$ cat src/rtl/dm_dump_ctrl.sv
// Streams a window of data memory out through the UART transmitter as a framed byte stream:
// sync byte, each word as hi/lo bytes, then an XOR checksum of the payload bytes.
module dm_dump_ctrl #(
  parameter int          ADDR_W     = 12,
  parameter int          RD_LATENCY = 1,
  parameter logic [7:0]  SYNC_BYTE  = 8'hA5
) (
  input  logic              clk,
  input  logic              reset,
  input  logic              start,
  input  logic [ADDR_W-1:0] base_addr,
  input  logic [ADDR_W:0]   word_count,
  output logic [ADDR_W-1:0] dm_addr,
  output logic              rd_dm,
  input  logic [15:0]       dm_data,
  output logic              tx_start,
  output logic [7:0]        tx_data,
  input  logic              tx_done,
  output logic              busy,
  output logic              done
);

  typedef enum logic [3:0] {
    IDLE, SYNC, WAIT_SYNC, RD, RD_WAIT, SEND_HI, WAIT_HI,
    SEND_LO, WAIT_LO, SUM, WAIT_SUM, FIN
  } state_t;

  localparam logic [ADDR_W:0] MAX_WORDS = {1'b1, {ADDR_W{1'b0}}};
  localparam logic [1:0]      LAT_LAST  = 2'(RD_LATENCY - 1);

  state_t            state_reg, state_next;
  logic [ADDR_W-1:0] addr_reg, addr_next;
  logic [ADDR_W:0]   remaining_reg, remaining_next;
  logic [15:0]       word_reg, word_next;
  logic [7:0]        checksum_reg, checksum_next;
  logic [1:0]        lat_reg, lat_next;
  logic [ADDR_W-1:0] dm_addr_reg, dm_addr_next;
  logic              rd_dm_reg, rd_dm_next;
  logic              tx_start_reg, tx_start_next;
  logic [7:0]        tx_data_reg, tx_data_next;
  logic              busy_reg, busy_next;
  logic              done_reg, done_next;

  assign dm_addr  = dm_addr_reg;
  assign rd_dm    = rd_dm_reg;
  assign tx_start = tx_start_reg;
  assign tx_data  = tx_data_reg;
  assign busy     = busy_reg;
  assign done     = done_reg;

  always_ff @(posedge clk or posedge reset) begin
    if (reset) begin
      state_reg     <= IDLE;
      addr_reg      <= '0;
      remaining_reg <= '0;
      word_reg      <= '0;
      checksum_reg  <= '0;
      lat_reg       <= '0;
      dm_addr_reg   <= '0;
      rd_dm_reg     <= 1'b0;
      tx_start_reg  <= 1'b0;
      tx_data_reg   <= '0;
      busy_reg      <= 1'b0;
      done_reg      <= 1'b0;
    end else begin
      state_reg     <= state_next;
      addr_reg      <= addr_next;
      remaining_reg <= remaining_next;
      word_reg      <= word_next;
      checksum_reg  <= checksum_next;
      lat_reg       <= lat_next;
      dm_addr_reg   <= dm_addr_next;
      rd_dm_reg     <= rd_dm_next;
      tx_start_reg  <= tx_start_next;
      tx_data_reg   <= tx_data_next;
      busy_reg      <= busy_next;
      done_reg      <= done_next;
    end
  end

  // Outputs are decoded from the state being entered, so each registered strobe
  // is high exactly while the FSM sits in the state that owns it.
  always_comb begin
    state_next     = state_reg;
    addr_next      = addr_reg;
    remaining_next = remaining_reg;
    word_next      = word_reg;
    checksum_next  = checksum_reg;
    lat_next       = lat_reg;
    dm_addr_next   = dm_addr_reg;
    rd_dm_next     = 1'b0;
    tx_start_next  = 1'b0;
    tx_data_next   = tx_data_reg;
    busy_next      = busy_reg;
    done_next      = 1'b0;

    case (state_reg)
      IDLE: begin
        if (start) begin
          addr_next      = base_addr;
          remaining_next = (word_count > MAX_WORDS) ? MAX_WORDS : word_count;
          checksum_next  = '0;
          busy_next      = 1'b1;
          state_next     = SYNC;
          tx_start_next  = 1'b1;
          tx_data_next   = SYNC_BYTE;
        end
      end
      SYNC: state_next = WAIT_SYNC;
      WAIT_SYNC: begin
        if (tx_done) begin
          if (remaining_reg == '0) begin
            state_next    = SUM;
            tx_start_next = 1'b1;
            tx_data_next  = checksum_reg;
          end else begin
            state_next   = RD;
            rd_dm_next   = 1'b1;
            dm_addr_next = addr_reg;
            lat_next     = '0;
          end
        end
      end
      RD: state_next = RD_WAIT;
      RD_WAIT: begin
        if (lat_reg == LAT_LAST) begin
          word_next     = dm_data;
          state_next    = SEND_HI;
          tx_start_next = 1'b1;
          tx_data_next  = dm_data[15:8];
          checksum_next = checksum_reg ^ dm_data[15:8];
        end else begin
          lat_next = lat_reg + 2'd1;
        end
      end
      SEND_HI: state_next = WAIT_HI;
      WAIT_HI: begin
        if (tx_done) begin
          state_next    = SEND_LO;
          tx_start_next = 1'b1;
          tx_data_next  = word_reg[7:0];
          checksum_next = checksum_reg ^ word_reg[7:0];
        end
      end
      SEND_LO: state_next = WAIT_LO;
      WAIT_LO: begin
        if (tx_done) begin
          addr_next      = addr_reg + ADDR_W'(1);
          remaining_next = remaining_reg - 1'b1;
          if (remaining_reg == (ADDR_W+1)'(1)) begin
            state_next    = SUM;
            tx_start_next = 1'b1;
            tx_data_next  = checksum_reg;
          end else begin
            state_next   = RD;
            rd_dm_next   = 1'b1;
            dm_addr_next = addr_next;
            lat_next     = '0;
          end
        end
      end
      SUM: state_next = WAIT_SUM;
      WAIT_SUM: begin
        if (tx_done) begin
          state_next = FIN;
          done_next  = 1'b1;
          busy_next  = 1'b0;
        end
      end
      FIN: state_next = IDLE;
      default: state_next = IDLE;
    endcase
  end

endmodule

$ cat config.mk
export PLATFORM = sky130hd
export DESIGN_NAME = dm_dump_ctrl
export DESIGN_NICKNAME = d
export VERILOG_FILES = /design/src/rtl/dm_dump_ctrl.sv
export SDC_FILE = /design/constraint.sdc
export NUM_CORES = 1
export LEC_CHECK = 0
export ABC_AREA = 1
export BUFFER_PORTS_ARGS = -buffer_cell sky130_fd_sc_hd__buf_2
export CORE_UTILIZATION = 45
export DETAILED_ROUTE_END_ITERATION = 6
export HOLD_SLACK_MARGIN = 0.05
export PLACE_DENSITY = 0.66
export SLEW_MARGIN = 20
export SYNTH_ARGS = -nofsm -noshare
export SYNTH_HDL_FRONTEND = slang
export SYNTH_SLANG_ARGS = --single-unit
$ cat constraint.sdc
create_clock -name clk -period 3.2 [get_ports clk]
set_clock_uncertainty 0.15 [all_clocks]
set_input_delay 0.16 -clock clk [delete_from_list [all_inputs] [get_ports clk]]
set_output_delay 0.16 -clock clk [all_outputs]
set_load 0.02 [all_outputs]
* Word-level counts from Yosys, hierarchy flattened
Cells that the tools add are included.
** Word-level totals
- Register bits after elaboration :: 71
- Output and inout port bits :: 24
** Cells by class
- Add/subtract/negate cells :: 3
- $lt $le $gt $ge :: 1
- Eq/ne operators :: 22
- Mux-type cells :: 56
- Bitwise logic cells :: 2
- Reduce and logical (&&, ||, !) cells :: 17
** Operators by type and width (number)
- $mux W8 :: 10
- $mux W12 :: 6
- $pmux W12 S2 :: 2
- $pmux W4 S11 :: 1
- $pmux W8 S5 :: 1
- $mux W13 :: 3
- $mux W4 :: 8
- $pmux W13 S2 :: 1
- $pmux W8 S3 :: 1
- $ne A2 B2 Y1 const B :: 11
- $eq A4 B3 Y1 const B :: 4
- $xor A8 B8 Y8 :: 2
- $mux W1 :: 14
- $eq A13 B1 Y1 const B :: 1
- $gt A13 B13 Y1 const B :: 1
- $logic_not A13 Y1 :: 1
- $sub A13 B1 Y13 const B :: 1
- $add A12 B1 Y12 const B :: 1
- $eq A4 B4 Y1 const B :: 3
- $reduce_and A6 Y1 :: 2
- $mux W2 :: 5
- $eq A4 B2 Y1 const B :: 2
- $reduce_and A8 Y1 :: 1
- $pmux W2 S3 :: 1
- other kinds (13) :: 18

* Logic depth before layout (Yosys ltp)
Gate-level depths: netlist of the first run.
- Word-level depth :: 4
- Gate-level depth with buffers :: 12

* Worst setup path before layout of the first run
No wires, ideal clock.
- Path type :: reg2reg
- Start :: register state_reg[1]
- End :: register remaining_reg[6]
- Library setup time :: 0.117 ns
- Data arrival time :: 1.383 ns
- Path slack :: 1.550 ns
- Stages on the path, launching flop included :: 11
- Path buffers :: 2
- Period minus slack after synthesis :: 1.650 ns
- Cells stage by stage :: dfrtp_1 nor2_4 inv_2 nor2_2 buf_6 nand2_2 nand2_2 buf_4 o21ai_0 nand2_1 nand2_1
** On the way
- Longest elaborated chain between the ends :: 3
- Elaborated cells on any way between the ends :: 7
** Ends and longest elaborated chain
- from (decl) :: RTL line 31 : state_t state_reg, state_next;
- from (signal assigned) :: RTL line 66 : state_reg <= state_next;
- $eq A4 B4 Y1 / $logic_not A4 Y1 (equally long branches) :: RTL line 97 : case (state_reg)
- $ne A2 B2 Y1 (no line) / $reduce_bool A2 Y1 (equally long branches)
- $reduce_and A3 Y1 (no line)
- to (signal assigned) :: RTL line 68 : remaining_reg <= remaining_next;
- to (decl) :: RTL line 33 : logic [ADDR_W:0] remaining_reg, remaining_next;
Several ways; a longest one is shown, not always the timed one.
A chain may end at the register's enable or synchronous reset.

* Final worst setup path of the first run
- Start :: register state_reg[0]
- End :: register tx_data_reg[7] (netlist: tx_data[7])
** On the way
- Longest elaborated chain between the ends :: 3
- Elaborated cells on any way between the ends :: 15
** Ends and longest elaborated chain
- $eq A4 B4 Y1 (tied with other cells) :: RTL line 97
- $reduce_bool A5 Y1 (no line) / $ne A2 B2 Y1 (equally long branches)
- $reduce_and A8 Y1 (no line)
- to (signal assigned) :: RTL line 75 : tx_data_reg <= tx_data_next;
- to (decl) :: RTL line 40 : logic [7:0] tx_data_reg, tx_data_next;
Several ways; a longest one is shown, not always the timed one.

==> results of run 1 <==
## path summary, 6_finish.rpt
| check | start | to | slack [ns] | cells past startpoint |
|---|---|---|---|---|
| setup / recovery | state_reg[0] | tx_data[7] | 0.84 | 8 |
| hold / removal | dm_data[12] | tx_data[4] | 0.07 | 5 |
| setup reg to reg | state_reg[0] | tx_data[7] | 0.84 | 8 |
| hold reg to reg | dm_addr[3] | dm_addr[3] | 0.32 | 2 |
| max in group asynchronous | reset | addr_reg[6] | 1.67 | 4 |
| min in group asynchronous | reset | tx_data[4] | 0.40 | 3 |
## metal layers
| metal | global-route usage [%] | vias up | wire length (µm) |
|---|---|---|---|
| li1 | - | 2221 | - |
| met1 | 34.1 | 1921 | 5430 |
| met2 | 35.6 | 106 | 4860 |
| met3 | 3.83 | 19 | 474 |
| met4 | 7.58 | 0 | 182 |
| met5 | 0 | - | 0 |
## worst max-delay path, cell delays in order, from the launching register on
cell and delay (ns):
dfrtp_1 0.46, nor2_4 0.24, nand2_4 0.31, nand2_2 0.35, inv_2 0.09, nor2_4 0.13
nand3_1 0.27, nand3_1 0.17, nand2_1 0.06
## layout make-up
| type | count | area [µm²] |
|---|---|---|
| clock buffers | 11 | 141 |
| clock inverters | 5 | 129 |
| fillers | 934 | 3890 |
| inverters | 61 | 229 |
| multi-input cells | 484 | 2170 |
| flip-flops and latches | 71 | 1780 |
| well taps | 129 | 161 |
| repair buffers | 113 | 778 |
## through the flow
stage	total power, mW	cells	hold slack [ns]
floorplan	3.35	637	0.120
global placement	3.84	818	0.220
detailed placement	3.89	818	0.224
CTS	4.91	874	0.0641
global route	5.37	874	0.115
finish	4.91	874	0.0690
## logic make-up (layout without fill, tap and decap cells)
group                    after synthesis  count (layout)  synth area share (%)
XOR/XNOR                               2               2                 0.406
adder cells (fa/ha/maj)                5               5                  1.45
AND/OR/NAND/NOR                      415             415                  40.8
AO/OA/AOI/OAI                         62              62                  7.71
flip-flops                            71              71                  41.2
buffers and inverters                 82             190                  8.47
## timing repair
action	in CTS	in global routing
hold buffers	40	0
gates resized for setup	0	0
hold endpoints to repair	81	0
## where the power goes
part	switching (mW)	internal [mW]	total [mW]
clock	0.355	0.620	0.975
sequential	0.325	1.31	1.63
combinational	1.53	0.777	2.31
## cells in the mapped netlist
library cell | instances | area (µm²)
a21oi_1 | 11 | 55.1
a31oi_1 | 10 | 62.6
and2_0 | 1 | 6.26
and2_1 | 1 | 6.26
buf_2 | 7 | 35.0
buf_4 | 5 | 37.5
buf_6 | 4 | 45.0
clkbuf_1 | 5 | 18.8
clkinv_1 | 3 | 11.3
dfrtp_1 | 71 | 1780
ha_1 | 5 | 62.6
inv_1 | 52 | 195
inv_2 | 6 | 22.5
nand2_1 | 259 | 972
nand2_2 | 6 | 37.5
nand2_4 | 1 | 11.3
nand3_1 | 64 | 320
nand3_2 | 3 | 30.0
nand3b_1 | 2 | 15.0
nand4_1 | 7 | 43.8
nor2_1 | 57 | 214
nor2_2 | 4 | 25.0
nor2_4 | 4 | 45.0
nor3_1 | 4 | 20.0
nor3b_1 | 1 | 7.51
o211ai_1 | 3 | 22.5
o21ai_0 | 31 | 155
o21ai_1 | 6 | 30.0
o21bai_1 | 1 | 7.51
or2_2 | 1 | 6.26
xnor2_1 | 1 | 8.76
xor2_1 | 1 | 8.76
==> metrics.md, run 1 <==
| Metric | Value |
|---|---|
| GRT overflow | 0 |
| Vias in the first global route | slightly below 4000 |
| Site Rows | 35 |
| Cells after synthesis | 637 |
| Max reg flops | 13 |
| CTS tree | built |
| Starting Density | 46.5% |
| Number of max-cap violations | 0 |
| Via Count | 4267 |
| IO Pins | between 60 and 70 |
| Commonest non-fill, non-tap cell in the layout | nand2_1 |
| First-pass GRT wire length | ~19 mm |
| Power per cell area | ~900 nW/µm² |
| Syn nets | 687 |
| Fin nets | between 700 and 800 |
| Total Routing Usage GR | about a quarter |
| Unrepaired setup endpoints after global routing | false |
| DR WL/cell | around 13 µm |
| Worst-margin pin slew | 0.928 ns |
| Width of the die | about 100 µm |
| Post-synthesis sequential area ratio | around two fifths |
| IO buf count | 68 |
| WP data required | ~3.3 ns |
| Placed standard-cell area | between 4000 and 5000 µm² |
| Post-CTS setup repair buffer count | 0 |
| DR iter-0 viols | between 150 and 200 |
| Commonest cells after routing, fill and taps aside | nand2_1 (259), dfrtp_1 (71), buf_2 (68), nand3_1 (64), nor2_1 (57) |
| Final ANT Viol Nets | 0 |
| CP endpoint kind | flip-flop |
| CTS sink count | slightly above 70 |
| Drc violations | 0 |
| Setup Crit Path Kind | reg -> reg |
| Unique masters post-synth | 32 |
| Root Buffer | clkbuf_8 |
| Max-slew violation count | 0 |
| Synthesized area per cell | about 6.8 µm² |
| Final Hold Viols | 0 |
| Final Setup Violations | 0 |
| Final period utilization | roughly three quarters |
| Initial antenna violation count | 0 |
| Synthesized flop and latch total | between 70 and 80 |
| CTS buffer count | 9 |
| Clk Latency, worst-skew pair | approximately 0.35 ns |
| WP data arrival | ~2.5 ns |
| Netlist Area Pre-Place | roughly 4300 µm² |
| Antenna diodes | 0 |
| Critical Path Fanout Max | 45 |
| Peak supply drop | between 0.3 and 0.4 mV |
| Pleak | a little under 3 nW |
| Vias/cell | 4.88 |
| Layout cells sized above 1 | around 15% |
| Final setup margin | 0.840 ns |
| Placer congestion estimate | slightly above 0.8 |
| Min cycle time layout | 2.36 ns |
| Pin count of the biggest net entering global routing | 46 |
| Synth-to-Final Area Change | 24.9% |
| CP startpoint kind | flip-flop |
| Min-Delay Path Class | in -> reg |
| Status | completed |
| Routed WL | between 10 and 15 mm |
| Die Height | about 100 µm |
| Warnings, synthesis | 0 |
| Reg clk slew, reported paths | roughly 0.08 ns |
| H-Tree Level Count | 3 |
| Fmax | between 400 and 500 MHz |
| Core footprint | 9280 µm² |
| Relative slew slack | 38.0% |
| Design Area, Final | 5390 µm² |
| Setup_tns | 0 ns |
| Fin util | approximately 58% |
| Dpl hpwl | ~7.6 mm |
| Total iterations of the first detailed-routing run | 4 |
| DIE AREA | approximately 10000 µm² |
| Clock Path Buffers | 2 |
| Setup slack at placement | 0.862 ns |
No activity file was read; power rests on OpenSTA's default activity.
==> run 2: changes to the inputs <==
--- a/config.mk
+++ b/config.mk
@@ -10,7 +10,7 @@
 export CORE_UTILIZATION = 45
 export DETAILED_ROUTE_END_ITERATION = 6
 export HOLD_SLACK_MARGIN = 0.05
-export PLACE_DENSITY = 0.66
+export PLACE_DENSITY = 0.68
 export SLEW_MARGIN = 20
 export SYNTH_ARGS = -nofsm -noshare
 export SYNTH_HDL_FRONTEND = slang
==> constraint.sdc (replaced) <==
create_clock -name clk -period 2.1 [get_ports clk]
set_clock_uncertainty 0.15 [all_clocks]
set_input_delay 0.105 -clock clk [delete_from_list [all_inputs] [get_ports clk]]
set_output_delay 0.105 -clock clk [all_outputs]
set_load 0.02 [all_outputs]
==> run 2 against run 1 <==
Compared with the run above:
- register-to-register slack got worse by 0.67 ns
- critical endpoint is now addr_reg[7]
- sequential share of layout area fell by 0.24 points
- first-iteration DRC count fell by 17%
- non-clock buffer count rose by 10
- sequential power rose by 52%
- clock-buffer cell count rose by 1
- global-route usage fell by 0.86 points
- critical path depth did not move
- via count rose by 1.2%
==> metrics.md, run 2 (same netlist as run 1, synthesis figures left out) <==
| Metric | Value |
|---|---|
| CTS buffer count | 9 (unchanged) |
| Root Buffer | clkbuf_8 |
| CP endpoint kind | flip-flop |
| Initial antenna violation count | 0 (unchanged) |
| Layout cells sized above 1 | 15.9% (+0.61 points) |
| Starting Density | 46.5% (unchanged) |
| Total Routing Usage GR | 22.6% (-0.86 points) |
| Final period utilization | 91.9% (+18 points) |
| First-pass GRT wire length | 18.0 mm (-3.4%) |
| Commonest non-fill, non-tap cell in the layout | nand2_1 |
| Post-layout total power | 7.27 mW (+48%) |
| IO buf count | 68 (unchanged) |
| Min cycle time layout | 1.93 ns (-0.430 ns) |
| Final Hold Viols | 0 (unchanged) |
| Placed standard-cell area | 4790 µm² (+1.5%) |
| Final Setup Violations | 0 (unchanged) |
| Width of the die | 99.9 µm (unchanged) |
| Commonest cells after routing, fill and taps aside | nand2_1 (259), dfrtp_1 (71), buf_2 (68), nand3_1 (64), nor2_1 (57) |
| Min-Delay Path Class | in -> reg |
| Setup_tns | 0 ns (unchanged) |
| Clk Latency, worst-skew pair | 0.35 ns (about the same) |
| DIE AREA | 9990 µm² (unchanged) |
| CTS sink count | 71 (unchanged) |
| Via Count | 4318 (+1.2%) |
| Reg clk slew, reported paths | 0.07 ns (about the same) |
| Routed WL | 10.7 mm (-2.5%) |
| CP startpoint kind | flip-flop |
| Vias/cell | 4.89 (+0.16%) |
| WP data arrival | 2.05 ns (-0.40 ns) |
| DR WL/cell | 12.1 µm (-3.5%) |
| IO Pins | 69 (unchanged) |
| Site Rows | 35 (unchanged) |
| Final ANT Viol Nets | 0 (unchanged) |
| WP data required | 2.22 ns (-1.07 ns) |
| GRT overflow | 0 (unchanged) |
| Fin util | 58.5% (+0.43 points) |
| Final setup margin | 0.171 ns (-0.670 ns) |
| Core footprint | 9280 µm² (unchanged) |
| Status | completed |
| Pin count of the biggest net entering global routing | 72 (+57%) |
| Fin nets | 800 (+1.3%) |
| Sw frac | 45.7% (+0.72 points) |
| Vias in the first global route | 3976 (+1.2%) |
| Net Sw Power | 3.32 mW (+50%) |
| Max reg flops | 13 (unchanged) |
| Post-CTS setup repair buffer count | 0 (unchanged) |
| Total iterations of the first detailed-routing run | 5 (+1) |
| Critical Path Fanout Max | 22 (-51%) |
| Clk pwr share | 16.7% (-3.1 points) |
| Design Area, Final | 5430 µm² (+0.74%) |
| Drc violations | 0 (unchanged) |
| Flop pwr share | 34.2% (+1.0 points) |
| Setup Crit Path Kind | reg -> reg |
| Power per cell area | 1340 nW/µm² (+47%) |
| Setup slack at placement | 0.195 ns (-0.667 ns) |
| Fmax | 518 MHz (+22%) |
| Worst-margin pin slew | 0.381 ns (-0.547 ns) |
| Placer congestion estimate | 0.899 (+8.1%) |
| Clock Path Buffers | 2 (unchanged) |
| Pleak | 2.91 nW (+0.74%) |
| Relative slew slack | 74.6% (+37 points) |
| Comb pwr share | 49.1% (+2.2 points) |
| DR iter-0 viols | 158 (-17%) |
| CTS tree | built |
| Unrepaired setup endpoints after global routing | false |
| Number of max-cap violations | 0 (unchanged) |
| Peak supply drop | 0.534 mV (+53%) |
| H-Tree Level Count | 3 (unchanged) |
| Dpl hpwl | 7.40 mm (-2.5%) |
| Synth-to-Final Area Change | 25.8% |
| Max-slew violation count | 0 (unchanged) |
| Die Height | 99.9 µm (unchanged) |
| Antenna diodes | 0 (unchanged) |
| Cell Int Power | 3.95 mW (+46%) |
-- run 2: changes by cell type in the layout (fill, tap and decap cells not counted), sizes merged --
cell,before,now
clkinv,4,3
dlygate4sd3,40,42
clkbuf,11,12
bufinv,4,2
buf,73,81
clkinvlp,0,1
-- run 2: final timing paths --
| check | start | end | slack (ns) | cells after the start |
|---|---|---|---|---|
| min reg2reg | dm_addr[6] | dm_addr[6] | 0.32 | 2 |
| min in group asynchronous | reset | tx_data[5] | 0.23 | 4 |
| max in group asynchronous | reset | state_reg[2] | 1.26 | 4 |
| max reg2reg | state_reg[0] | addr_reg[7] | 0.17 | 8 |
| max | state_reg[0] | addr_reg[7] | 0.17 | 8 |
| min | tx_done | state_reg[3] | 0.09 | 4 |
-- run 2: per-layer routing --
metal / vias to the layer above / track usage [%] / share of wire, %
met5: - / 0 / 0
met4: 0 / 7.24 / 1.1
met3: 9 / 4.11 / 5.4
met2: 111 / 35.5 / 47
met1: 1960 / 31.6 / 47
li1: 2238 / - / -
-- run 2: cell type report --
| class | instances | area (µm²) |
|---|---|---|
| Clock inverter | 3 | 67.6 |
| Sequential cell | 71 | 1780 |
| Fill cell | 860 | 3850 |
| Clock buffer | 12 | 145 |
| Inverter | 61 | 229 |
| Tap cell | 129 | 161 |
| Timing Repair Buffer | 123 | 871 |
| Multi-Input combinational cell | 484 | 2180 |
-- run 2: stage by stage --
step | hold slack, ns | std cells
6_report | 0.0878 | 883
5_1_grt | 0.115 | 883
4_1_cts | 0.0836 | 883
3_5_place_dp | 0.0680 | 826
3_3_place_gp | 0.0703 | 826
2_1_floorplan | 0.0646 | 637
-- run 2: power by group through the flow --
stage          Combinational (mW)  Sequential, mW  Clock, mW
3_5_place_dp                 3.50            2.50          0
2_1_floorplan                2.47            2.63          0
3_3_place_gp                 3.41            2.48          0
6_report                     3.57            2.48       1.21
4_1_cts                      3.57            2.48       1.24
5_1_grt                      4.08            2.58       1.30
-- run 2: worst max-delay path, stage by stage (launching register included) --
cell and delay [ns]:
dfrtp_1 0.45, nor2_4 0.24, inv_2 0.07, nor2_2 0.22
nand2_2 0.09, nand2_2 0.14, buf_4 0.28, nor2_1 0.07
a31oi_1 0.14
-- run 2: what timing repair did --
item / in CTS / in global routing
endpoints found under the setup margin: 0 / 1
hold endpoints to repair: 116 / 0
hold buffers: 42 / 0
gates resized for setup: 0 / 1
==> run 3: changes to the inputs <==
--- a/config.mk
+++ b/config.mk
@@ -9,8 +9,10 @@
 export BUFFER_PORTS_ARGS = -buffer_cell sky130_fd_sc_hd__buf_2
 export CORE_UTILIZATION = 45
 export DETAILED_ROUTE_END_ITERATION = 6
+export GPL_TIMING_DRIVEN = 0
 export HOLD_SLACK_MARGIN = 0.05
 export PLACE_DENSITY = 0.68
+export SETUP_SLACK_MARGIN = 0.4
 export SLEW_MARGIN = 20
 export SYNTH_ARGS = -nofsm -noshare
 export SYNTH_HDL_FRONTEND = slang
==> run 3 against run 2 <==
Compared with the run above:
- cell count is 4.6% higher
- cell area is 11% higher
- die area stayed put
- largest cell class unchanged
- register-to-register slack better by 0.13 ns
- combinational power is 29% higher
==> metrics.md, run 3 (same netlist as run 1, synthesis figures left out) <==
| Metric | Value |
|---|---|
| Status | completed |
| Die Height | 99.9 µm (unchanged) |
| Comb pwr share | 56.5% (+7.4 points) |
| Root Buffer | clkbuf_8 |
| DR iter-0 viols | 234 (+48%) |
| Synth-to-Final Area Change | 39.9% |
| Number of max-cap violations | 0 (unchanged) |
| Max reg flops | 13 (unchanged) |
| Fmax | 556 MHz (+7.2%) |
| Pleak | 3.15 nW (+8.5%) |
| Clk pwr share | 12.9% (-3.8 points) |
| Final ANT Viol Nets | 0 (unchanged) |
| Min cycle time layout | 1.80 ns (-0.130 ns) |
| Starting Density | 46.5% (unchanged) |
| Placer congestion estimate | 0.878 (-2.3%) |
| Max-slew violation count | 0 (unchanged) |
| Layout cells sized above 1 | 25.5% (+9.6 points) |
| Final Setup Violations | 0 (unchanged) |
| Clock Path Buffers | 2 (unchanged) |
| Via Count | 4698 (+8.8%) |
| CP endpoint kind | flip-flop |
| Net Sw Power | 3.85 mW (+16%) |
| Area occupied by multi-input gates | 2360 µm² (+8.6%) |
| Pin count of the biggest net entering global routing | 32 (-56%) |
| Cell Chain, Critical Path | inv_1, ha_1, inv_1, nand3_1, nand2_1, nor2_2, nand3_4, nor2_4, nand2_1, nand2_1 |
| Most used cell, CP | nand2_1 |
| Setup Crit Path Kind | reg -> reg |
| CTS sink count | 71 (unchanged) |
| Reg clk slew, reported paths | 0.08 ns (about the same) |
| Routed WL | 13.0 mm (+22%) |
| Total iterations of the first detailed-routing run | 5 (unchanged) |
| Min-Delay Path Class | in -> reg |
| CP startpoint kind | flip-flop |
| Fin nets | 841 (+5.1%) |
| DR WL/cell | 14.1 µm (+17%) |
| GRT overflow | 0 (unchanged) |
| Site Rows | 35 (unchanged) |
| Fin util | 65.0% (+6.5 points) |
| Vias/cell | 5.08 (+4.0%) |
| CTS buffer count | 9 (unchanged) |
| Width of the die | 99.9 µm (unchanged) |
| Worst-margin pin slew | 0.338 ns (-0.0435 ns) |
| Final Hold Viols | 0 (unchanged) |
| Vias in the first global route | 4378 (+10%) |
| Cell family with most CP delay | simple AND/OR/NAND/NOR gates |
| Register Area | 1780 µm² (+0.28%) |
| Critical Path Fanout Max | 5 (-77%) |
| Min Hold Slack | 0.118 ns (+0.0303 ns) |
| CP bufs+invs | 2 (unchanged) |
| Non-Filler Instances | 924 (+4.6%) |
| Flop pwr share | 30.6% (-3.6 points) |
| Total Routing Usage GR | 25.6% (+3.0 points) |
| Layout fillers | 816 (-5.1%) |
| H-Tree Level Count | 3 (unchanged) |
| Drc violations | 0 (unchanged) |
| CTS tree | built |
| Sw frac | 47.1% (+1.5 points) |
| Setup_tns | 0 ns (unchanged) |
| Unrepaired setup endpoints after global routing | true |
| DIE AREA | 9990 µm² (unchanged) |
| Dpl hpwl | 8.14 mm (+9.9%) |
| Antenna diodes | 0 (unchanged) |
| IO Pins | 69 (unchanged) |
| CP max stage cell | dfrtp_1 |
| Peak supply drop | 0.591 mV (+11%) |
| Commonest non-fill, non-tap cell in the layout | nand2_1 |
| Core footprint | 9280 µm² (unchanged) |
| Cell Int Power | 4.32 mW (+9.5%) |
| Initial antenna violation count | 0 (unchanged) |
| Clk Latency, worst-skew pair | 0.34 ns (about the same) |
| Commonest cells after routing, fill and taps aside | nand2_1 (245), buf_2 (69), dfrtp_1 (67), nand3_1 (61) |
| Final period utilization | 85.7% (-6.2 points) |
| Relative slew slack | 77.4% (+2.9 points) |
| First-pass GRT wire length | 20.3 mm (+13%) |
| Placed Instances | 836 (+1.2%) |
| CP peak stage delay | 0.41 ns (-0.04 ns) |
| WP data required | 2.24 ns (+0.02 ns) |
| Power per cell area | 1350 nW/µm² (+1.2%) |
| IO buf count | 68 (unchanged) |
| WP data arrival | 1.94 ns (-0.11 ns) |
## run 3: repair_timing
item | in CTS | in global routing
cloned | 2 | 3
endpoints found under the setup margin | 61 | 67
pin swaps | 12 | 13
setup buffers | 17 | 9
hold buffers | 42 | 0
gates resized for setup | 58 | 41
hold endpoints to repair | 114 | 0
## run 3: worst min-delay path, cell delays in order
cell    delay [ns]
buf_2         0.14
inv_1         0.21
nor3_1        0.11
## run 3: layout make-up
type	instances	share of cell area, %
multi-input cells	485	39.2
repair buffers	142	18.0
clock buffers	11	2.51
flip-flops and latches	71	29.5
plain buffers	21	3.59
well taps	129	2.67
inverters	61	4.02
clock inverters	4	0.518
## run 3: through the flow
| stage | area, µm² | setup slack, ns | power [mW] |
|---|---|---|---|
| after floorplan | 4320 | 0.450 | 5.10 |
| after global placement | 4820 | 0.181 | 5.95 |
| after detailed placement | 4860 | 0.153 | 6.06 |
| after CTS | 5780 | 0.352 | 7.70 |
| after global routing | 6040 | 0.178 | 8.84 |
| final | 6040 | 0.301 | 8.17 |
## run 3: layer usage
layer	track usage (%)	wire length, µm	vias to the layer above
li1	-	-	2332
met1	35.4	5800	2170
met2	41.8	6280	172
met3	2.92	700	24
met4	9.05	258	0
met5	0	0	-
## run 3: worst paths after layout
check	start	endpoint	slack (ns)	cells after the start
setup / recovery	lat_reg[0]	tx_data[3]	0.30	10
hold / removal	tx_done	done	0.12	3
setup reg to reg	lat_reg[0]	tx_data[3]	0.30	10
hold reg to reg	dm_addr[1]	dm_addr[1]	0.32	2
max in group asynchronous	reset	state_reg[2]	1.20	4
min in group asynchronous	reset	tx_data[7]	0.14	3
## run 3: power by group through the flow
stage | Sequential [mW] | Clock, mW | Combinational (mW)
global route | 2.59 | 1.12 | 5.13
detailed placement | 2.48 | 0 | 3.59
CTS | 2.47 | 1.05 | 4.18
finish | 2.50 | 1.05 | 4.62
global placement | 2.46 | 0 | 3.49
floorplan | 2.63 | 0 | 2.47
